$ cat config.mk
export PLATFORM = sky130hd
export DESIGN_NAME = regfile_wb_arbiter
export DESIGN_NICKNAME = d
export VERILOG_FILES = /design/src/rtl/regfile_wb_arbiter.sv
export SDC_FILE = /design/constraint.sdc
export NUM_CORES = 1
export LEC_CHECK = 0
export CELL_PAD_IN_SITES_DETAIL_PLACEMENT = 1
export CELL_PAD_IN_SITES_GLOBAL_PLACEMENT = 1
export CORE_AREA = 3 3 152 154
export CTS_BUF_LIST = sky130_fd_sc_hd__clkbuf_4 sky130_fd_sc_hd__clkbuf_8
export DETAILED_ROUTE_END_ITERATION = 12
export DIE_AREA = 0 0 155 157
export PLACE_DENSITY_LB_ADDON = 0.1
export SYNTH_ARGS = -nofsm -noshare
export SYNTH_HDL_FRONTEND = slang
export SYNTH_SLANG_ARGS = --single-unit
$ cat constraint.sdc
create_clock -name clk -period 3.2 [get_ports clk]
set_clock_uncertainty 0.2 [all_clocks]
set_input_delay 0.64 -clock clk [delete_from_list [all_inputs] [get_ports clk]]
set_output_delay 0.64 -clock clk [all_outputs]
set_load 0.005 [all_outputs]
$ cat src/rtl/regfile_wb_arbiter.sv
// Two-port write-back arbiter for a 32x32 register file with a per-register busy scoreboard.
// Define REGFILE_WB_RR_EN for round-robin tie-break; otherwise port A has fixed priority.
module regfile_wb_arbiter #(
    parameter int DATA_W = 32,
    parameter int ADDR_W = 5
) (
    input  logic                 clk,
    input  logic                 clr,
    input  logic                 a_valid,
    output logic                 a_ready,
    input  logic [ADDR_W-1:0]    a_addr,
    input  logic [DATA_W-1:0]    a_data,
    input  logic                 b_valid,
    output logic                 b_ready,
    input  logic [ADDR_W-1:0]    b_addr,
    input  logic [DATA_W-1:0]    b_data,
    output logic [2**ADDR_W-1:0] wr_en,
    output logic [DATA_W-1:0]    wr_data,
    output logic [2**ADDR_W-1:0] busy
);

    localparam int NREG = 2**ADDR_W;

    logic              r_hold_a_v;
    logic [ADDR_W-1:0] r_hold_a_addr;
    logic [DATA_W-1:0] r_hold_a_data;
    logic              r_hold_b_v;
    logic [ADDR_W-1:0] r_hold_b_addr;
    logic [DATA_W-1:0] r_hold_b_data;
    logic [NREG-1:0]   r_wr_en;
    logic [DATA_W-1:0] r_wr_data;

    logic              w_grant_a;
    logic              w_grant_b;
    logic              w_grant_any;
    logic [ADDR_W-1:0] w_sel_addr;
    logic [DATA_W-1:0] w_sel_data;
    logic [NREG-1:0]   w_onehot;
    logic [NREG-1:0]   w_busy;

`ifdef REGFILE_WB_RR_EN
    // r_last_b = 1 means B won the most recent contested grant, so A wins the next tie.
    logic r_last_b;

    assign w_grant_a = r_hold_a_v & (!r_hold_b_v | r_last_b);

    always_ff @(posedge clk) begin
        if (clr) begin
            r_last_b <= 1'b1;
        end else if (r_hold_a_v & r_hold_b_v) begin
            r_last_b <= w_grant_b;
        end
    end
`else
    assign w_grant_a = r_hold_a_v;
`endif

    assign w_grant_b   = r_hold_b_v & !w_grant_a;
    assign w_grant_any = w_grant_a | w_grant_b;
    assign w_sel_addr  = w_grant_a ? r_hold_a_addr : r_hold_b_addr;
    assign w_sel_data  = w_grant_a ? r_hold_a_data : r_hold_b_data;

    // Register 0 is hardwired: its writes take a grant slot but never raise an enable.
    assign w_onehot = (w_sel_addr != '0) ? ({{(NREG-1){1'b0}}, 1'b1} << w_sel_addr) : '0;

    // Valid/ready: a transfer happens on a clock edge where x_valid & x_ready are both high.
    // x_ready is high when the holding slot is empty or is being drained this cycle,
    // so a drain and a refill can share one cycle; it never depends on x_valid.
    assign a_ready = !r_hold_a_v | w_grant_a;
    assign b_ready = !r_hold_b_v | w_grant_b;

    always_ff @(posedge clk) begin
        if (clr) begin
            r_hold_a_v <= 1'b0;
        end else if (a_valid & a_ready) begin
            r_hold_a_v    <= 1'b1;
            r_hold_a_addr <= a_addr;
            r_hold_a_data <= a_data;
        end else if (w_grant_a) begin
            r_hold_a_v <= 1'b0;
        end
    end

    always_ff @(posedge clk) begin
        if (clr) begin
            r_hold_b_v <= 1'b0;
        end else if (b_valid & b_ready) begin
            r_hold_b_v    <= 1'b1;
            r_hold_b_addr <= b_addr;
            r_hold_b_data <= b_data;
        end else if (w_grant_b) begin
            r_hold_b_v <= 1'b0;
        end
    end

    always_ff @(posedge clk) begin
        if (clr) begin
            r_wr_en   <= '0;
            r_wr_data <= '0;
        end else if (w_grant_any) begin
            r_wr_en   <= w_onehot;
            r_wr_data <= w_sel_data;
        end else begin
            r_wr_en <= '0;
        end
    end

    always_comb begin
        w_busy = r_wr_en;
        if (r_hold_a_v) begin
            w_busy[r_hold_a_addr] = 1'b1;
        end
        if (r_hold_b_v) begin
            w_busy[r_hold_b_addr] = 1'b1;
        end
        w_busy[0] = 1'b0;
    end

    assign wr_en   = r_wr_en;
    assign wr_data = r_wr_data;
    assign busy    = w_busy;

endmodule

==> reports/metrics.cfg <==
[outcome]
status = finished, final reports clean

[worst_hold_path]
hold_path.class = register to register
hold_path_startpoint = r_hold_a_data[4]$_DFFE_PP_
min_path_cells = 2
min_to = wr_data[4]$_SDFFE_PP0N_

[timing]
hold_ws_ns = 0.286
tightestPinTransition_ns = 0.947
grt_setup_unrepaired = no
setup_viol = 0
finalHoldViolations = 0
drv_slew = 0
period_share_pct = 96.9
fin_setup_tns_ns = 0
max_freq_mhz = 323
relSlewSlack_pct = 36.7
min_period_ns = 3.10

[logic_synthesis]
ys_ff_latch = 140
synth_cell_types = 35
synth_xor_area_share_pct = 0
synthSimpleGateAreaFrac_pct = 10.1
synth.avg_cell_area_um2 = 13.1
yosysWarningCount = 0
synthMuxAreaShare_pct = 12.6
ys_seq_area_share_pct = 65.6
synth-compound-area-share_pct = 6.74
synth_fa_ha_area_share_pct = 0
synthCells = 413
netlist_area_um2 = 5410
synth_top_family_by_area = multiplexers

[global_routing]
grt_usage_pct = 14.4
grt_antenna_before_repair = 0
grt_pass1_vias = 4502
grt_pass1_wl_um = 26300
grt_overflow = 0
grt_max_degree = 37

[finish]
antennaDiodeCount = 0
fillers = 2361
drive_gt1_share_pct = 15.4
area_delta_synth_final_pct = 47.1
nets = 677
final_common_cell = clkdlybuf4s50_1
layout_common_cells = 172 x clkdlybuf4s50_1, 74 x edfxtp_1, 64 x dfxtp_1, 37 x nor2_1, 34 x inv_1

[floorplan]
rows = 54
die-area_um2 = 24300
ios = 176
core-area_um2 = 21800
die_w_um = 155
initial_core_util_pct = 24.8
die-height_um = 157

[flow_run]
cap_viol_max_count = 0

[clock_tree]
clk_pin_slew_ns = 0.08
tritoncts = done
cts-buffers-inserted = 17
cts.htree.levels = 4
insertion_delay_ns = 0.44
cts_root_buf = clkbuf_8
cts.sink_count = 140
cts_buffer_depth = 2

[detailed_routing]
wl_met3_um = 1100
drtIter0Drc = 205
m1WireLength_um = 7440
drtAntennaViolNets = 0
remaining_drc_errors = 0
routed.top_layer = met4
wl_um = 17500
via_per_inst = 4.54
drt-pass1-iter-count = 5
wl_per_cell_um = 19.6
via_count = 4047
routed-wl-met2_um = 8670

[setup_path]
start_kind = register
arrival_ns = 2.26
crit-reg2reg-launch = r_hold_a_v$_SDFF_PP0_
worstPathRequired_ns = 2.36
crit_type = register to output pin
r2r_end = r_hold_b_data[1]$_DFFE_PP_
reg2reg_slack_ns = 1.10
path_max_fanout = 4
reg2regPathDepth = 4
end_kind = output pin

[placed_design]
place_hpwl_um = 12100
numPortBuffers = 173
gp_congestion = 0.809

[power]
total_leakage_power_nw = 2.74
ir_drop_uv = 228
power_density_nw_per_um2 = 497

## flip-flops by register name, indices dropped and copies added (netlist names)
signal	flops
r_hold_b_v	1
r_hold_a_v	1
r_hold_b_data	32
r_hold_b_addr	5
wr_data	32
r_hold_a_data	32
wr_en	32
r_hold_a_addr	5
## critical path, cell delays in order (launching register included)
cell and delay, ns:
edfxtp_1 0.48, or3b_2 0.56, o221ai_1 0.24, clkdlybuf4s50_1 0.56
## cell type report
cell class	instances	area, um2	area share, %
tap	280	350	4.41
timing repair buffer	191	1890	23.7
clock inverter	14	166	2.09
multi-input combinational	215	1630	20.5
inverter	34	128	1.60
clock buffer	18	241	3.04
sequential	140	3550	44.6
## through the flow
step	total power [W]	area, um2	utilization (%)	worst slack (ns)	cells
finish	0.00395	7950	36.4	0.0993	892
CTS	0.00403	7920	36.3	0.00784	889
global placement	0.00249	7440	34.1	0.463	849
global route	0.00414	7950	36.4	0.00202	892
floorplan	0.00224	5410	-	0.0692	414
detailed placement	0.00250	7440	34.1	0.444	849
## cell families after synthesis
kind of cell / count (synthesis)
AO/OA/AOI/OAI: 43
buffers and inverters: 59
flip-flops: 140
multiplexers: 64
other: 2
AND/OR/NAND/NOR: 105
## synth_stat cells
| cell type | n | share of area [%] |
|---|---|---|
| nand3b_1 | 7 | 0.97 |
| o31a_4 | 1 | 0.32 |
| mux2_2 | 32 | 6.7 |
| and3b_1 | 2 | 0.32 |
| edfxtp_1 | 74 | 41 |
| a21oi_1 | 2 | 0.19 |
| clkbuf_2 | 1 | 0.093 |
| inv_1 | 34 | 2.4 |
| nand3_1 | 6 | 0.56 |
| buf_6 | 2 | 0.42 |
| nor3b_1 | 3 | 0.42 |
| o31ai_1 | 1 | 0.14 |
| dfxtp_1 | 66 | 24 |
| nor4b_1 | 1 | 0.16 |
| o21a_1 | 1 | 0.14 |
| nor2b_1 | 2 | 0.23 |
| buf_4 | 3 | 0.42 |
| mux2i_1 | 32 | 5.9 |
| or3b_1 | 1 | 0.16 |
| a21boi_1 | 1 | 0.14 |
| conb_1 | 2 | 0.14 |
| nor3_1 | 26 | 2.4 |
| nor2_1 | 37 | 2.6 |
| nand3b_2 | 1 | 0.21 |
| nand2_1 | 5 | 0.35 |
| nand3_2 | 1 | 0.19 |
| or3b_2 | 2 | 0.32 |
| buf_2 | 10 | 0.93 |
| o221ai_1 | 31 | 5.0 |
| a21o_1 | 2 | 0.28 |
| nor4_1 | 6 | 0.69 |
| a31oi_1 | 3 | 0.35 |
| or3_1 | 5 | 0.58 |
| o31a_1 | 1 | 0.16 |
| clkbuf_1 | 9 | 0.62 |
## power by group
part           internal, W  leakage [nW]  switching [W]
combinational     0.000245          1.30       0.000190
clock             0.000783         0.213       0.000706
sequential         0.00198          1.23      0.0000440
## how the worst max path moves through the flow
| stage | from | to | depth (start not counted) |
|---|---|---|---|
| floorplan | clr | r_hold_a_addr[0]$_DFFE_PP_ | 2 |
| global placement | r_hold_b_addr[4]$_DFFE_PP_ | busy[11] | 3 |
| detailed placement | r_hold_b_addr[2]$_DFFE_PP_ | busy[4] | 3 |
| CTS | r_hold_b_addr[0]$_DFFE_PP_ | busy[15] | 3 |
| global route | r_hold_b_addr[4]$_DFFE_PP_ | busy[4] | 3 |
| finish | r_hold_b_addr[4]$_DFFE_PP_ | busy[4] | 3 |
## repair_timing
item | CTS | global route
setup buffers | 8 | 3
setup endpoints to repair | 13 | 22
pin swaps | 0 | 1
hold buffers | 0 | 0
resized for setup | 2 | 2
## routing by layer
metal  vias up  track usage, %
met4         0            4.96
met2       140            25.3
met1      2002            16.7
met5         -               0
met3        18            4.15
li1       1887               -
Note: power is estimated with default switching activity, not from simulation.
